--- src/rtl/divisor_pkg.sv ---
// Shared definitions for the sequential restoring divider: state encoding,
// default operand width and step-counter sizing.
package divisor_pkg;

    localparam logic [1:0] OCIOSO  = 2'd0;
    localparam logic [1:0] CALCULA = 2'd1;
    localparam logic [1:0] FIM     = 2'd2;

    localparam int unsigned WIDTH_PADRAO = 4;

    // Step counter only has to reach WIDTH-1.
    function automatic int unsigned largura_contador(input int unsigned w);
        return $clog2(w);
    endfunction

    localparam int unsigned CNT_W = largura_contador(WIDTH_PADRAO);

endpackage

--- src/rtl/subtrator_passo.sv ---
// Combinational trial subtractor for one restoring-division step; the
// subtract counterpart of the 4-bit adder.
module subtrator_passo #(
    parameter int unsigned W = 5
) (
    input  logic [W-1:0] a,
    input  logic [W-1:0] b,
    output logic [W-1:0] diferenca_c,
    output logic         emprestimo_c
);

    assign {emprestimo_c, diferenca_c} = {1'b0, a} - {1'b0, b};

endmodule

--- src/rtl/divisor4bits.sv ---
// Sequential unsigned restoring divider, one trial subtraction per clock,
// with a start/done handshake and divide-by-zero flag.
module divisor4bits
    import divisor_pkg::*;
#(
    parameter int unsigned WIDTH = WIDTH_PADRAO
) (
    input  logic             clk,
    input  logic             rst,
    input  logic             inicio,
    input  logic [WIDTH-1:0] dividendo,
    input  logic [WIDTH-1:0] divisor,
    output logic             ocupado,
    output logic             pronto,
    output logic [WIDTH-1:0] quociente,
    output logic [WIDTH-1:0] resto,
    output logic             erro_div0
);

    localparam int unsigned   CW     = largura_contador(WIDTH);
    localparam int unsigned   RW     = WIDTH + 1;
    localparam logic [CW-1:0] ULTIMO = CW'(WIDTH - 1);

    logic [1:0]       estado;
    logic [1:0]       estado_prox;
    logic             ocupado_c;
    logic             pronto_c;
    logic [RW-1:0]    parcial;
    logic [RW-1:0]    parcial_desl;
    logic [RW-1:0]    diferenca;
    logic [RW-1:0]    parcial_prox;
    logic             emprestimo;
    logic [WIDTH-1:0] quoc_sr;
    logic [WIDTH-1:0] quoc_prox;
    logic [WIDTH-1:0] divisor_q;
    logic [CW-1:0]    passo;

    always_ff @(posedge clk) begin
        if (rst) begin
            estado <= OCIOSO;
        end else begin
            estado <= estado_prox;
        end
    end

    always_comb begin
        estado_prox = estado;
        case (estado)
            OCIOSO: begin
                if (inicio) begin
                    estado_prox = (divisor == '0) ? FIM : CALCULA;
                end
            end
            CALCULA: begin
                if (passo == ULTIMO) begin
                    estado_prox = FIM;
                end
            end
            FIM:     estado_prox = OCIOSO;
            default: estado_prox = OCIOSO;
        endcase
    end

    // Handshake flags decoded from the next state so they leave a flop.
    always_comb begin
        ocupado_c = 1'b0;
        pronto_c  = 1'b0;
        if (estado_prox != OCIOSO) begin
            ocupado_c = 1'b1;
        end
        if (estado_prox == FIM) begin
            pronto_c = 1'b1;
        end
    end

    always_ff @(posedge clk) begin
        if (rst) begin
            ocupado <= 1'b0;
            pronto  <= 1'b0;
        end else begin
            ocupado <= ocupado_c;
            pronto  <= pronto_c;
        end
    end

    // Shift in the next dividend bit; the dropped top bit is always 0
    // because the partial remainder stays below the divisor.
    assign parcial_desl = RW'({parcial, quoc_sr[WIDTH-1]});

    subtrator_passo #(
        .W (RW)
    ) u_subtrator (
        .a            (parcial_desl),
        .b            ({1'b0, divisor_q}),
        .diferenca_c  (diferenca),
        .emprestimo_c (emprestimo)
    );

    assign parcial_prox = emprestimo ? parcial_desl : diferenca;
    assign quoc_prox    = {quoc_sr[WIDTH-2:0], ~emprestimo};

    always_ff @(posedge clk) begin
        if (rst) begin
            parcial   <= '0;
            quoc_sr   <= '0;
            divisor_q <= '0;
            passo     <= '0;
            quociente <= '0;
            resto     <= '0;
            erro_div0 <= 1'b0;
        end else begin
            case (estado)
                OCIOSO: begin
                    if (inicio) begin
                        divisor_q <= divisor;
                        erro_div0 <= 1'b0;
                        if (divisor != '0) begin
                            parcial <= '0;
                            quoc_sr <= dividendo;
                            passo   <= '0;
                        end else begin
                            quociente <= '1;
                            resto     <= dividendo;
                            erro_div0 <= 1'b1;
                        end
                    end
                end
                CALCULA: begin
                    parcial <= parcial_prox;
                    quoc_sr <= quoc_prox;
                    passo   <= passo + CW'(1);
                    if (passo == ULTIMO) begin
                        quociente <= quoc_prox;
                        resto     <= parcial_prox[WIDTH-1:0];
                    end
                end
                default: ;
            endcase
        end
    end

endmodule

--- config.mk ---
export PLATFORM = sky130hd
export DESIGN_NAME = divisor4bits
export DESIGN_NICKNAME = d
export VERILOG_FILES = /design/src/rtl/divisor_pkg.sv /design/src/rtl/subtrator_passo.sv /design/src/rtl/divisor4bits.sv
export SDC_FILE = /design/constraint.sdc
export NUM_CORES = 1
export LEC_CHECK = 0
export ABC_AREA = 1
export ABC_CLOCK_PERIOD_IN_PS = 2650
export CORE_MARGIN = 3
export CORE_UTILIZATION = 57
export CTS_CLUSTER_SIZE = 16
export DETAILED_ROUTE_END_ITERATION = 8
export GPL_ROUTABILITY_DRIVEN = 0
export GPL_TIMING_DRIVEN = 0
export MAX_ROUTING_LAYER = met4
export PLACE_DENSITY_LB_ADDON = 0.3
export SYNTH_ARGS = -nofsm -noshare
export SYNTH_HDL_FRONTEND = slang
export SYNTH_HIERARCHICAL = 1
export SYNTH_SLANG_ARGS = --single-unit
--- constraint.sdc ---
create_clock -name clk -period 2.65 [get_ports clk]
set_input_delay 0.6625 -clock clk [delete_from_list [all_inputs] [get_ports clk]]
set_output_delay 0.6625 -clock clk [all_outputs]
set_load 0.005 [all_outputs]
# Word-level counts from Yosys, hierarchy flattened
# Cells that the tools add are included.
# Widths: inputs -> output; s select.
classes:
  add_sub_neg: 2
  eq_ne: 7
  div: 0
  bitwise: 1
  shift: 0
  reduce_logical: 8
  mul: 0
  magnitude_cmp: 0
  muxes: 25
ops:
  columns: ["op", "n"]
  rows:
  - ["$mux 4", 11]
  - ["$pmux 4 s2", 4]
  - ["$mux 2", 5]
  - ["$ne 2x2->1 const B", 4]
  - ["$pmux 2 s2", 2]
  - ["$sub 5x4->6", 1]
  - ["$eq 2x2->1 const B", 2]
  - ["$logic_not 4->1", 1]
  - ["$reduce_and 4->1", 1]
  - ["$reduce_bool 2->1", 2]
  - ["$reduce_bool 4->1", 1]
  - ["$mux 1", 3]
  - ["$reduce_and 3->1", 1]
  - ["$add 2x1->2 const B", 1]
  - ["$eq 2x1->1 const B", 1]
  - ["$logic_not 2->1", 1]
  - ["$reduce_and 2->1", 1]
  - ["$not 1->1", 1]
totals:
  latchBits: 0
  ramBits: 0
  word_cells: 53
  inputBits: 11
  romBits: 0
  out_inout_bits: 11
  memories: 0
  reg_bits: 27

# Depth between registers and ports, before layout
# Gate-level depths: netlist of run 1.
logic_depth:
  word_depth: 6
  depth_mapped: 14
  depth_no_buf: 14

# By module
# The synthesis of run 1 kept the hierarchy.
modules_own_cells:
  columns: ["mod", "cells_each", "instances", "seq_area_each_um2", "area_per_inst_um2"]
  rows:
  - ["divisor4bits", 185, 1, 540.5, 1258.7]
  - ["subtrator_passo", 48, 1, 0.0, 261.5]

# Worst setup path after synthesis of run 1
# Ideal clock, no wire load.
synth_timing:
  path_kind: "reg2reg"
  startpoint: "register divisor_q[2]"
  endpoint: "register resto[3]"
  synth_period_minus_slack_ps: 1718
  t_arrival_ps: 1605
  setup_time_ps: 113
  path_buffers: 0
  t_required_ps: 2537
  path_slack_ps: 932
  stages_incl_launch_ff: 15
  path_cell_list: "dfxtp_1 inv_1 ha_1 nand2_1 nand2_1 nand2_1 nand2_1 nor2_1 inv_1 nand2_1 nand2_1 nand2_1 nand2_1 nor2_1 nor2_1"
synth_between:
  elab_chain_cells: 4
synth_lines:
  columns: ["item", "line", "text"]
  rows:
  - ["start, declared", "divisor4bits.sv:35", "logic [WIDTH-1:0] divisor_q;"]
  - ["start signal, assigned", "divisor4bits.sv:115", "divisor_q <= divisor;"]
  - ["$sub 5x4->6", "subtrator_passo.sv:12", "assign {emprestimo_c, diferenca_c} = {1'b0, a} - {1'b0, b};"]
  - ["net emprestimo", "divisor4bits.sv:32", "logic emprestimo;"]
  - ["$mux 4", "divisor4bits.sv:99", "assign parcial_prox = emprestimo ? parcial_desl : diferenca;"]
  - ["$mux 4", "divisor4bits.sv:132", "if (passo == ULTIMO) begin"]
  - ["$pmux 4 s2", "divisor4bits.sv:112", "case (estado)"]
  - ["end signal, assigned", "divisor4bits.sv:123", "resto <= dividendo;"]
  - ["end signal, assigned", "divisor4bits.sv:134", "resto <= parcial_prox[WIDTH-1:0];"]
  - ["end, declared", "divisor4bits.sv:16", "output logic [WIDTH-1:0] resto,"]
# The timed path passes the listed nets, and every way through them passes these cells. The select of a mux whose other input is x is not followed.
# A chain may end at the register's enable or synchronous reset.

# Worst setup path in the final report of run 1
layout_timing:
  startpoint: "register divisor_q[2]"
  endpoint: "register resto[0]"
# Same word-level chain as after synthesis.

==> results.yml, run 1 <==
timing:
  final.min_clock_period_ns: 2.02
  whs_ns: 0.481
  hold_violations: 0
  clock_skew_ns: 0.00652
  timing.setup.tns_ns: 0
  rsz0062_at_grt: "false"
  final_max_slew_viol_count: 0
  fmax_ghz: 0.496
  fin_crit_sh: 0.760
  setup_viol: 0
routing:
  first_iter_violations: 31
  wl_mm: 2.80
  first_pass_iters: 4
  wl_per_cell_um: 10.2
  num_vias: 1359
  ant_nets: 0
  drc: 0
  via_per_inst: 4.94
synth:
  avgSynthCellArea_sq_um: 6.63
  ys_warn_count: 6
  syn-cell-area_sq_um: 1470
  synth_fp_nets: 240
  synth_cells: 222
die:
  dieArea_sq_um: 3230
  io_pins: 22
  num_rows: 17
  die_x_um: 56.8
  initial_core_util: 0.635
  core_area_sq_um: 2320
  die_y_um: 56.8
critical_path:
  timing.rr.start: "divisor_q[2]"
  arrival_ns: 2.26
  crit_type: "reg2reg"
  crit_start: "divisor_q[2]"
  cp-start-kind: "flop"
  cp_max_fo: 7
  cp.required_ns: 2.90
  ff2ff_setup_slack_ns: 0.63
  end_kind: "flop"
clocking:
  clk-insertion-delay-late_ns: 0.33
  cts_buffers: 3
  post_cts_buffers: 0
  root_buffer: "clkbuf_4"
  cts.htree.levels: 1
  cts.sinks: 27
  hold_buffers: 0
  cts_tree: "yes"
  cts_resized: 0
  clk_pin_slew_worst_paths_ns: 0.15
  clockBufferDepth: 2
finish:
  antenna_cells: 0
  final_common_cell: "nand2_1"
  finalNetCount: 266
  drive_above_1_share: 0.0688
  area.growth.synth_to_final_pct: 18.5
  multiInputGateArea_sq_um: 704
  layout_common_cells: "65 x nand2_1, 45 x inv_1, 27 x dfxtp_1"
  area.sequential_sq_um: 541
  n_fill_cell: 205
pwr:
  powerDensity_nw_per_um2: 461
  ir_drop_mv: 0.441
  p_leak_uw: 0.000913
grt:
  grt_pass1_wl_mm: 5.02
  overflow: 0
  antenna_found_initial: 0
  grt_pass1_vias: 1279
  grt.total_usage: 0.199
  grt_max_degree: 16
flow_run:
  cap_viol_max_count: 0
place:
  portBuffers: 21
  dp_hpwl_mm: 2.20
hold_path:
  hp-class: "reg2reg"
  hp-start: "erro_div0"
run_status:
  status: "finished, final reports clean"
[sequential cells by signal (all words and copies together), names as in the netlist]
signal     cells
divisor_q      4
parcial        4
quoc_sr        4
quociente      4
resto          4
estado         2
passo          2
erro_div0      1
ocupado        1
pronto         1
[layout make-up]
type                            count  area share
Multi-Input combinational cell    142       0.404
Sequential cell                    27       0.310
Timing Repair Buffer               21       0.121
Inverter                           47       0.101
Buffer                              6      0.0287
Tap cell                           28      0.0201
Clock buffer                        3      0.0129
Clock inverter                      1     0.00287
[routing by layer]
| metal | global-route usage | part of all wire | vias up |
|---|---|---|---|
| met5 | - | 0 | - |
| met4 | 0.0728 | 0.014 | 0 |
| met3 | 0.0276 | 0.049 | 4 |
| met2 | 0.307 | 0.44 | 32 |
| met1 | 0.267 | 0.49 | 595 |
| li1 | - | - | 728 |
[power breakdown]
group          internal (uW)  switching, uW
clock network           56.7            122
logic                   80.6            106
registers                427           11.4
[worst max-delay path: stages (launching register included)]
cell and delay [ns]:
dfxtp_1 0.35, inv_1 0.05, ha_1 0.33, nand2_1 0.08, nand2_1 0.07, nand2_1 0.06, nand2_1 0.04, nor2_1 0.34
inv_1 0.16, nand2_1 0.09, nand2_1 0.05, nand2_1 0.07, nand2_1 0.07, nor2_1 0.11, nor2_1 0.05
[path summary, 6_finish.rpt]
kind,to,cells past startpoint
min reg2reg,erro_div0,2
max reg2reg,resto[0],14
min,erro_div0,2
max,resto[0],14
[stage by stage]
step / utilization / area [sq um] / std cells / power [uW] / setup WS, ns
CTS: 0.752 / 1740 / 275 / 806 / 0.635
finish: 0.752 / 1740 / 275 / 804 / 0.635
global route: 0.752 / 1740 / 275 / 854 / 0.367
detailed placement: 0.740 / 1720 / 271 / 633 / 0.666
floorplan: - / 1470 / 222 / 579 / 0.960
global placement: 0.740 / 1720 / 271 / 630 / 0.649
Note: power is estimated with default switching activity, not from simulation.
==> run 2, diff against run 1 <==
Settings changed: ABC_CLOCK_PERIOD_IN_PS 2650 to 2000, CORE_UTILIZATION 57 to 53.
Clock period 2.65 ns to 2 ns, I/O delays scaled along.
==> results.yml, run 2 (same netlist as run 1, synthesis figures left out) <==
routing:
  ant_nets: 0
  first_pass_iters: 5
  wl_per_cell_um: 11.1
  first_iter_violations: 39
  via_per_inst: 4.89
  wl_mm: 3.07
  drc: 0
  num_vias: 1354
finish:
  area.sequential_sq_um: 541
  area.growth.synth_to_final_pct: 19.5
  finalNetCount: 266
  antenna_cells: 0
  layout_common_cells: "65 x nand2_1, 45 x inv_1, 27 x dfxtp_1"
  n_fill_cell: 231
  multiInputGateArea_sq_um: 717
  fin_cells: 277
  drive_above_1_share: 0.0729
  final_common_cell: "nand2_1"
critical_path:
  timing.rr.start: "divisor_q[3]"
  end_kind: "flop"
  cp_slowest_cell: "dfxtp_1"
  crit_buf_inv: 3
  worst_path_most_repeated_cell: "nand2_1"
  cp_max_fo: 7
  cp_cell_sequence: "inv_1 -> ha_1 -> nand2_1 -> inv_1 -> nand2_1 -> nand2_1 -> nor2_4 -> inv_1 -> nand2_1 -> nand2_1 -> nand2_1 -> nand2_1 -> nor2_1 -> nor2_1"
  path_delay_family: "simple AND/OR/NAND/NOR gates"
  slowest_delay_ns: 0.36
  cp.required_ns: 2.23
  arrival_ns: 2.04
  crit_type: "reg2reg"
  crit_start: "divisor_q[3]"
  cp-start-kind: "flop"
grt:
  antenna_found_initial: 0
  grt_pass1_vias: 1226
  grt.total_usage: 0.202
  grt_max_degree: 15
  grt_pass1_wl_mm: 5.15
  overflow: 0
place:
  placed_cells_incl_taps: 273
  dp_hpwl_mm: 2.32
  portBuffers: 21
clocking:
  cts.htree.levels: 1
  cts_tree: "yes"
  clk_pin_slew_worst_paths_ns: 0.14
  clk-insertion-delay-late_ns: 0.32
  cts.sinks: 27
  clockBufferDepth: 2
  cts_buffers: 3
  root_buffer: "clkbuf_4"
timing:
  final.min_clock_period_ns: 1.81
  clock_skew_ns: 0.00167
  fin_crit_sh: 0.903
  timing.setup.tns_ns: 0
  fmax_ghz: 0.554
  setup_viol: 0
  whs_ns: 0.486
  hold_violations: 0
  final_max_slew_viol_count: 0
die:
  dieArea_sq_um: 3440
  core_area_sq_um: 2570
  die_x_um: 58.7
  num_rows: 18
  io_pins: 22
  die_y_um: 58.7
  initial_core_util: 0.573
flow_run:
  cap_viol_max_count: 0
pwr:
  p_leak_uw: 0.000914
  powerDensity_nw_per_um2: 611
  ir_drop_mv: 0.448
hold_path:
  hp-start: "passo[0]"
  hp-class: "reg2reg"
run_status:
  status: "finished, final reports clean"
-- run 2: power breakdown --
part | switching (uW) | total (uW) | internal [uW]
registers | 15.9 | 582 | 566
logic | 147 | 257 | 110
clock network | 158 | 236 | 78.0
total | 321 | 1070 | 754
-- run 2: layout make-up --
class / count / area share
timing repair buffer: 21 / 0.120
buffer: 6 / 0.0285
inverter: 47 / 0.100
clock buffer: 4 / 0.0149
sequential: 27 / 0.307
multi-input combinational: 142 / 0.408
tap: 30 / 0.0214
-- run 2: worst paths after layout --
kind / to / slack [ns] / cells after the start
worst max-delay path: resto[3] / 0.19 / 14
worst min register to register: passo[0] / 0.49 / 1
worst max register to register: resto[3] / 0.19 / 14
worst min-delay path: passo[0] / 0.49 / 1
-- run 2: repair_timing --
| item | in CTS | in global routing |
|---|---|---|
| buffers inserted | 0 | 0 |
| gates cloned | 0 | 0 |
| endpoints found under the setup margin | 4 | 3 |
| resized for setup | 1 | 2 |
| hold buffers | 0 | 0 |
-- run 2: per-layer routing --
metal / vias up / global-route usage / part of all wire
met5: - / - / 0
met4: 0 / 0.0680 / 0.0055
met3: 2 / 0.0219 / 0.052
met2: 40 / 0.333 / 0.48
met1: 582 / 0.259 / 0.46
li1: 730 / - / -
-- run 2: worst reg2reg max path: cells and delay by family, from the launching register on --
| kind | cells | cell delay [ns] |
|---|---|---|
| and+or+nand+nor | 10 | 0.82 |
| DFF | 1 | 0.36 |
| adders and majority gates | 1 | 0.30 |
| buffers and inverters | 3 | 0.21 |
-- run 2: metrics by stage --
step | util | area (sq um) | setup WS [ns] | power (uW)
after floorplan | - | 1470 | 0.310 | 767
after global placement | 0.670 | 1720 | 0.0301 | 834
after detailed placement | 0.670 | 1720 | -0.0000369 | 842
after CTS | 0.681 | 1750 | 0.118 | 1070
after global routing | 0.685 | 1760 | -0.00231 | 1140
final | 0.685 | 1760 | 0.195 | 1070
==> run 3, diff against run 2 <==
Settings changed: SKIP_LAST_GASP from default to 1.
==> results of run 3 <==
Same layout as run 2: the final DEF is identical, and so are final timing and power.
